==> src/rtl/spi_frame_ctrl_pkg.sv <==
// Shared parameters for the SPI frame controller: pixel width, frame size and FSM state encoding.
package spi_frame_ctrl_pkg;

  localparam int MAX_PIXEL_BITS = 8;
  localparam int FRAME_PIXELS   = 16384;

  typedef enum logic [1:0] {
    IDLE   = 2'd0,
    ACTIVE = 2'd1,
    PUSH   = 2'd2,
    DONE   = 2'd3
  } state_e;

endpackage

==> src/rtl/spi_frame_ctrl_bit_sync.sv <==
// Two-flop synchronizer for a single asynchronous level into the clk_i domain.
module bit_sync (
  input  logic clk_i,
  input  logic rst_i,
  input  logic d_i,
  output logic q_o
);

  logic meta_q;
  logic sync_q;

  always_ff @(posedge clk_i) begin
    if (rst_i) begin
      meta_q <= 1'b0;
      sync_q <= 1'b0;
    end else begin
      meta_q <= d_i;
      sync_q <= meta_q;
    end
  end

  assign q_o = sync_q;

endmodule

==> src/rtl/spi_frame_ctrl.sv <==
// SPI slave frame controller: turns synced SPI byte events into a pixel stream and feeds result bytes back.
// Optional sticky overrun flag enabled by defining SPI_CTRL_OVERRUN_EN.
module spi_frame_ctrl
  import spi_frame_ctrl_pkg::*;
#(
  parameter int MAX_PIXEL_BITS = spi_frame_ctrl_pkg::MAX_PIXEL_BITS,
  parameter int FRAME_PIXELS   = spi_frame_ctrl_pkg::FRAME_PIXELS
) (
  input  logic                      clk_i,
  input  logic                      rst_i,
  input  logic                      cs_i,
  input  logic                      rx_done_i,
  input  logic [MAX_PIXEL_BITS-1:0] rx_data_i,
  output logic [MAX_PIXEL_BITS-1:0] tx_data_o,
  output logic                      pix_valid_o,
  output logic [MAX_PIXEL_BITS-1:0] pix_data_o,
  input  logic                      pix_ready_i,
  input  logic                      res_valid_i,
  input  logic [MAX_PIXEL_BITS-1:0] res_data_i,
  output logic                      res_ready_o,
  output logic                      frame_start_o,
  output logic                      frame_done_o,
  output logic                      busy_o,
  output logic                      overrun_o
);

  localparam int                CNT_W   = $clog2(FRAME_PIXELS + 1);
  localparam logic [CNT_W-1:0]  CNT_MAX = CNT_W'(FRAME_PIXELS);

  logic cs_s, rx_s;
  logic cs_prev_q, rx_prev_q;
  logic cs_fall, byte_ev;

  bit_sync u_cs_sync (.clk_i(clk_i), .rst_i(rst_i), .d_i(cs_i),      .q_o(cs_s));
  bit_sync u_rx_sync (.clk_i(clk_i), .rst_i(rst_i), .d_i(rx_done_i), .q_o(rx_s));

  always_ff @(posedge clk_i) begin
    if (rst_i) begin
      cs_prev_q <= 1'b0;
      rx_prev_q <= 1'b0;
    end else begin
      cs_prev_q <= cs_s;
      rx_prev_q <= rx_s;
    end
  end

  assign cs_fall = cs_prev_q & ~cs_s;
  assign byte_ev = rx_s & ~rx_prev_q;

  state_e           state_q, state_d;
  logic [CNT_W-1:0] cnt_q;
  logic             cnt_full;

  assign cnt_full = (cnt_q == CNT_MAX);

  always_ff @(posedge clk_i) begin
    if (rst_i) state_q <= IDLE;
    else       state_q <= state_d;
  end

  // A full frame wins over a late byte so the extra byte is never pushed.
  always_comb begin
    state_d = state_q;
    unique case (state_q)
      IDLE:    if (cs_fall) state_d = ACTIVE;
      ACTIVE: begin
        if (cnt_full)     state_d = DONE;
        else if (byte_ev) state_d = PUSH;
        else if (cs_s)    state_d = DONE;
      end
      PUSH:    if (pix_ready_i) state_d = ACTIVE;
      DONE:    state_d = IDLE;
      default: state_d = IDLE;
    endcase
  end

  always_comb begin
    frame_start_o = (state_q == IDLE) && cs_fall;
    frame_done_o  = (state_q == DONE);
    busy_o        = (state_q != IDLE);
    pix_valid_o   = (state_q == PUSH);
  end

  logic [MAX_PIXEL_BITS-1:0] pix_data_q;

  always_ff @(posedge clk_i) begin
    if (rst_i) begin
      cnt_q      <= '0;
      pix_data_q <= '0;
    end else begin
      if (frame_start_o)
        cnt_q <= '0;
      else if (pix_valid_o && pix_ready_i && !cnt_full)
        cnt_q <= cnt_q + 1'b1;
      if ((state_q == ACTIVE) && !cnt_full && byte_ev)
        pix_data_q <= rx_data_i;
    end
  end

  assign pix_data_o = pix_data_q;

  // TX slot: a result load beats the byte event that would otherwise drain it.
  logic                      tx_full_q, tx_full_d;
  logic [MAX_PIXEL_BITS-1:0] tx_data_q, tx_data_d;
  logic                      res_ready_q;
  logic                      res_hs;

  assign res_hs = res_valid_i && res_ready_q;

  always_comb begin
    tx_full_d = tx_full_q;
    tx_data_d = tx_data_q;
    if (res_hs) begin
      tx_full_d = 1'b1;
      tx_data_d = res_data_i;
    end else if (byte_ev) begin
      tx_full_d = 1'b0;
      if (!tx_full_q) tx_data_d = '0;
    end
  end

  // Ready is registered so it reads 0 while reset is held, even though the slot is empty.
  always_ff @(posedge clk_i) begin
    if (rst_i) begin
      tx_full_q   <= 1'b0;
      tx_data_q   <= '0;
      res_ready_q <= 1'b0;
    end else begin
      tx_full_q   <= tx_full_d;
      tx_data_q   <= tx_data_d;
      res_ready_q <= ~tx_full_d;
    end
  end

  assign tx_data_o   = tx_data_q;
  assign res_ready_o = res_ready_q;

`ifdef SPI_CTRL_OVERRUN_EN
  logic overrun_q;

  always_ff @(posedge clk_i) begin
    if (rst_i)                             overrun_q <= 1'b0;
    else if (frame_start_o)                overrun_q <= 1'b0;
    else if (byte_ev && (state_q == PUSH)) overrun_q <= 1'b1;
  end

  assign overrun_o = overrun_q;
`else
  assign overrun_o = 1'b0;
`endif

endmodule
==> config.mk <==
export PLATFORM = sky130hd
export DESIGN_NAME = spi_frame_ctrl
export DESIGN_NICKNAME = d
export VERILOG_FILES = /design/src/rtl/spi_frame_ctrl_pkg.sv /design/src/rtl/spi_frame_ctrl_bit_sync.sv /design/src/rtl/spi_frame_ctrl.sv
export SDC_FILE = /design/constraint.sdc
export NUM_CORES = 1
export LEC_CHECK = 0
export CAP_MARGIN = 15
export CORE_MARGIN = 5
export CORE_UTILIZATION = 54
export CTS_BUF_LIST = sky130_fd_sc_hd__clkbuf_4 sky130_fd_sc_hd__clkbuf_8
export CTS_CLUSTER_SIZE = 24
export DETAILED_ROUTE_END_ITERATION = 10
export PLACE_DENSITY = 0.87
export SKIP_CTS_REPAIR_TIMING = 1
export SYNTH_ARGS = -nofsm -noshare
export SYNTH_HDL_FRONTEND = slang
export SYNTH_SLANG_ARGS = --single-unit
export TNS_END_PERCENT = 5
==> constraint.sdc <==
create_clock -name clk_i -period 3.15 [get_ports clk_i]
set_clock_uncertainty 0.2 [all_clocks]
set_input_delay 0.63 -clock clk_i [delete_from_list [all_inputs] [get_ports clk_i]]
set_output_delay 0.63 -clock clk_i [all_outputs]
set_load 0.02 [all_outputs]
==> key figures <==
STA
  – Fin crit period: between 2000 and 3000 ps
  – Worst setup margin: approximately 210 ps
  – Final hold viol count: 0
  – Max-slew violation count: 0
  – Max Freq: 0.3405 GHz
  – Unrepaired setup endpoints after global routing: no
  – Fin crit share: between 90% and 100%
  – Setup TNS: 0 ps
  – Slew HR: ~57%
  – Final setup viols: 0
  – Worst Tran Pin Value: 639.9 ps

Yosys
  – Top-area cell type share of the netlist area: 46.52%
  – Sequential area share after synthesis: a little under half
  – Syn. warnings: 0
  – Post-Syn Area: about 1800 µm²
  – Dominant cells by area after synthesis: dfxtp_1 47%, nand2b_1 6.0%, mux2i_1 4.5%
  – Share of flip-flops with an asynchronous set or reset: 0%
  – Synth unique cells: 43
  – Largest area contributor in the netlist: dfxtp_1
  – Number of synthesized flops with an enable pin: 0
  – Most common flop cell mapped by yosys: dfxtp_1
  – Avg Synthesized Cell Area: 9.285 µm²
  – Number of synthesized register bits: 41
  – Synth Net Count: 214
  – Syn Inst Count: 190

Worst setup path
  – Critical Path RT: around 2300 ps
  – CP max FO: 9
  – Crit path DAT: approximately 2100 ps
  – WP buf/inv: 1
  – Slowest cell on the critical path: clkdlybuf4s50_1
  – R2R Setup Slk: about 1100 ps
  – CP Capture Type: output pin
  – Reg-to-reg endpoint: pix_data_o[4]
  – Crit start category: flip-flop
  – R2R cell count: 6
  – Reg-to-reg startpoint: cnt_q[0]
  – Worst setup path start: state_q[0]
  – Worst path cell trace: nor4b_1 -> clkdlybuf4s50_1
  – Crit-path max cell delay: ~740 ps
  – Worst path top cell family by delay: buffers and inverters
  – Critical path class: flip-flop to output pin

Cells and area
  – Layout area overhead: 28.16%
  – Fill cell count: 222
  – Nets@finish: approximately 260
  – Number of antenna diodes: 0
  – Multi-input combinational cell area: between 800 and 900 µm²
  – Storage element area: 820.8 µm²
  – Share of layout cells above drive strength 1: just under 7%

Floorplan
  – I/O pins: 44
  – Die X-Extent: 67.16 µm
  – Die area: roughly 4500 µm²
  – Initial Util: around 57%
  – Site Rows: 20
  – Area of the core: slightly above 3000 µm²
  – Die Y: roughly 67 µm

Global route
  – Overall Global Routing Usage: 18.51%
  – Largest net degree at the start of global routing: 37
  – Vias in the first global route: roughly 1500
  – First-pass GRT wire length: between 6 and 7 mm
  – GR Overflow Total: 0
  – Initial antenna violation count: 0

Clocking
  – CTS Buffer Depth: 2
  – H-tree depth: 2
  – Root buf cell: clkbuf_4
  – CTS buffer count: 5
  – Clk_lat worst skew: between 300 and 400 ps
  – Total clock sinks: 41
  – Clock slew at reported path FFs: 120 ps
  – CTS tree: built

Placed design
  – Number of I/O port buffers: between 40 and 50
  – Dpl hpwl: just under 3 mm
  – GP Congestion: roughly 0.79
  – Placement Setup Slack: around 660 ps

Routing
  – Drt via density: about 5.5
  – Via Count: 1505
  – Wire per inst: 13.76 µm
  – DRT Pass-1 Iters: 4
  – Detail Route Antenna Nets: 0
  – Initial DRC Count: 28
  – Drt total wl: approximately 3.8 mm
  – DRC: 0

Hold path
  – Hold worst-path end: u_cs_sync.q_o
  – Hold Crit Class: flip-flop to flip-flop
  – Critical hold path startpoint: u_cs_sync.meta_q
  – Worst hold stages: 1

Pwr
  – Leakage: between 0.7 and 0.8 nW
  – Peak supply drop: 0.2626 mV
  – Power Density: between 300 and 400 nW/µm²

Run status
  – Status: complete, no violations

Run
  – Max cap viols: 0
flip-flops by register name (all words and copies together), names as in the netlist:
signal            cells
res_ready_o           1
tx_data_o             8
u_rx_sync.meta_q      1
u_cs_sync.q_o         1
rx_prev_q             1
state_q               2
cs_prev_q             1
u_cs_sync.meta_q      1
cnt_q                15
u_rx_sync.q_o         1
tx_full_q             1
pix_data_o            8
worst max path at each step:
| stage | end | slack, ps | cells after the start |
|---|---|---|---|
| 6_report | frame_start_o | 210 | 2 |
| 5_1_grt | frame_start_o | 130 | 2 |
| 4_1_cts | frame_start_o | 230 | 2 |
| 3_5_place_dp | frame_start_o | 660 | 2 |
| 3_3_place_gp | cnt_q[13] | 790 | 5 |
| 2_1_floorplan | frame_start_o | 1040 | 1 |
logic make-up after synthesis:
logic type / synth area share [%]
AND/OR/NAND/NOR: 29.86
flip-flops: 46.52
AO/OA/AOI/OAI: 11.49
buffers and inverters: 3.474
multiplexers: 4.539
XOR/XNOR: 2.482
adder cells (fa/ha/maj): 1.418
other: 0.2126
metrics by stage:
step                total power (W)  hold slack [ps]  util [%]  instance area (µm²)  cells
detailed placement        0.0006438            229.7     70.93                 2201    268
CTS                       0.0009082            258.0     72.86                 2261    276
finish                    0.0009023            251.5     72.86                 2261    276
global placement          0.0006397            220.1     70.93                 2201    268
global route              0.0009375            277.0     72.86                 2261    276
floorplan                 0.0005957            213.8         -                 1764    190
synthesized netlist by cell type (2+ instances only):
cell type / number
xor2_1: 4
nor4b_1: 3
a22oi_1: 8
o31ai_1: 4
dfxtp_1: 41
or3_1: 5
ha_1: 2
o21ai_0: 5
o211ai_1: 3
mux2i_1: 8
clkbuf_1: 4
nand3_1: 3
and2_1: 2
nor3b_1: 2
nor2b_1: 7
nor2_1: 18
a21oi_1: 8
nand2b_1: 17
inv_1: 4
nand4_1: 5
nand2_1: 11
buf_4: 3
or4_1: 3
power breakdown:
group | leakage [nW] | internal (W) | switching [W]
clock network | 0.0279 | 0.0000958 | 0.000174
registers | 0.333 | 0.000529 | 0.00000640
logic | 0.416 | 0.0000533 | 0.0000430
layer usage:
| metal | GRT usage (%) | part of all wire (%) | up-vias |
|---|---|---|---|
| met4 | 8.101 | 1.6 | 0 |
| met2 | 31.90 | 50 | 48 |
| met5 | 0 | 0 | - |
| met1 | 20.06 | 41 | 700 |
| met3 | 7.155 | 7.5 | 7 |
| li1 | - | - | 750 |
final cells by class:
class	count	area share, %
clock buffers	6	1.992
clock inverters	2	0.6641
inverters	4	0.6641
multi-input cells	136	39.01
flip-flops and latches	41	36.30
well taps	44	2.435
repair buffers	43	18.93
cells in the final DEF, fill, tap and decap left out, drive strengths merged, types with 2 or more instances in the layout:
cell type	synthesis	layout
and2	2	2
a22oi	8	8
o21ai	5	5
mux2i	8	8
clkinvlp	0	2
dfxtp	41	41
o31ai	4	4
nand4	5	5
nor2b	7	7
o211ai	3	3
nor2	18	18
or4	4	4
clkdlybuf4s50	0	42
nand3	3	3
a21oi	9	9
nor4b	3	3
nand2b	17	17
xor2	4	4
ha	2	2
and3	2	2
nand2	11	11
inv	4	4
nor3	2	2
and4	2	2
or2	2	2
or3	5	5
clkbuf	4	6
nor3b	2	2
Power figures use the tool's default switching activity.
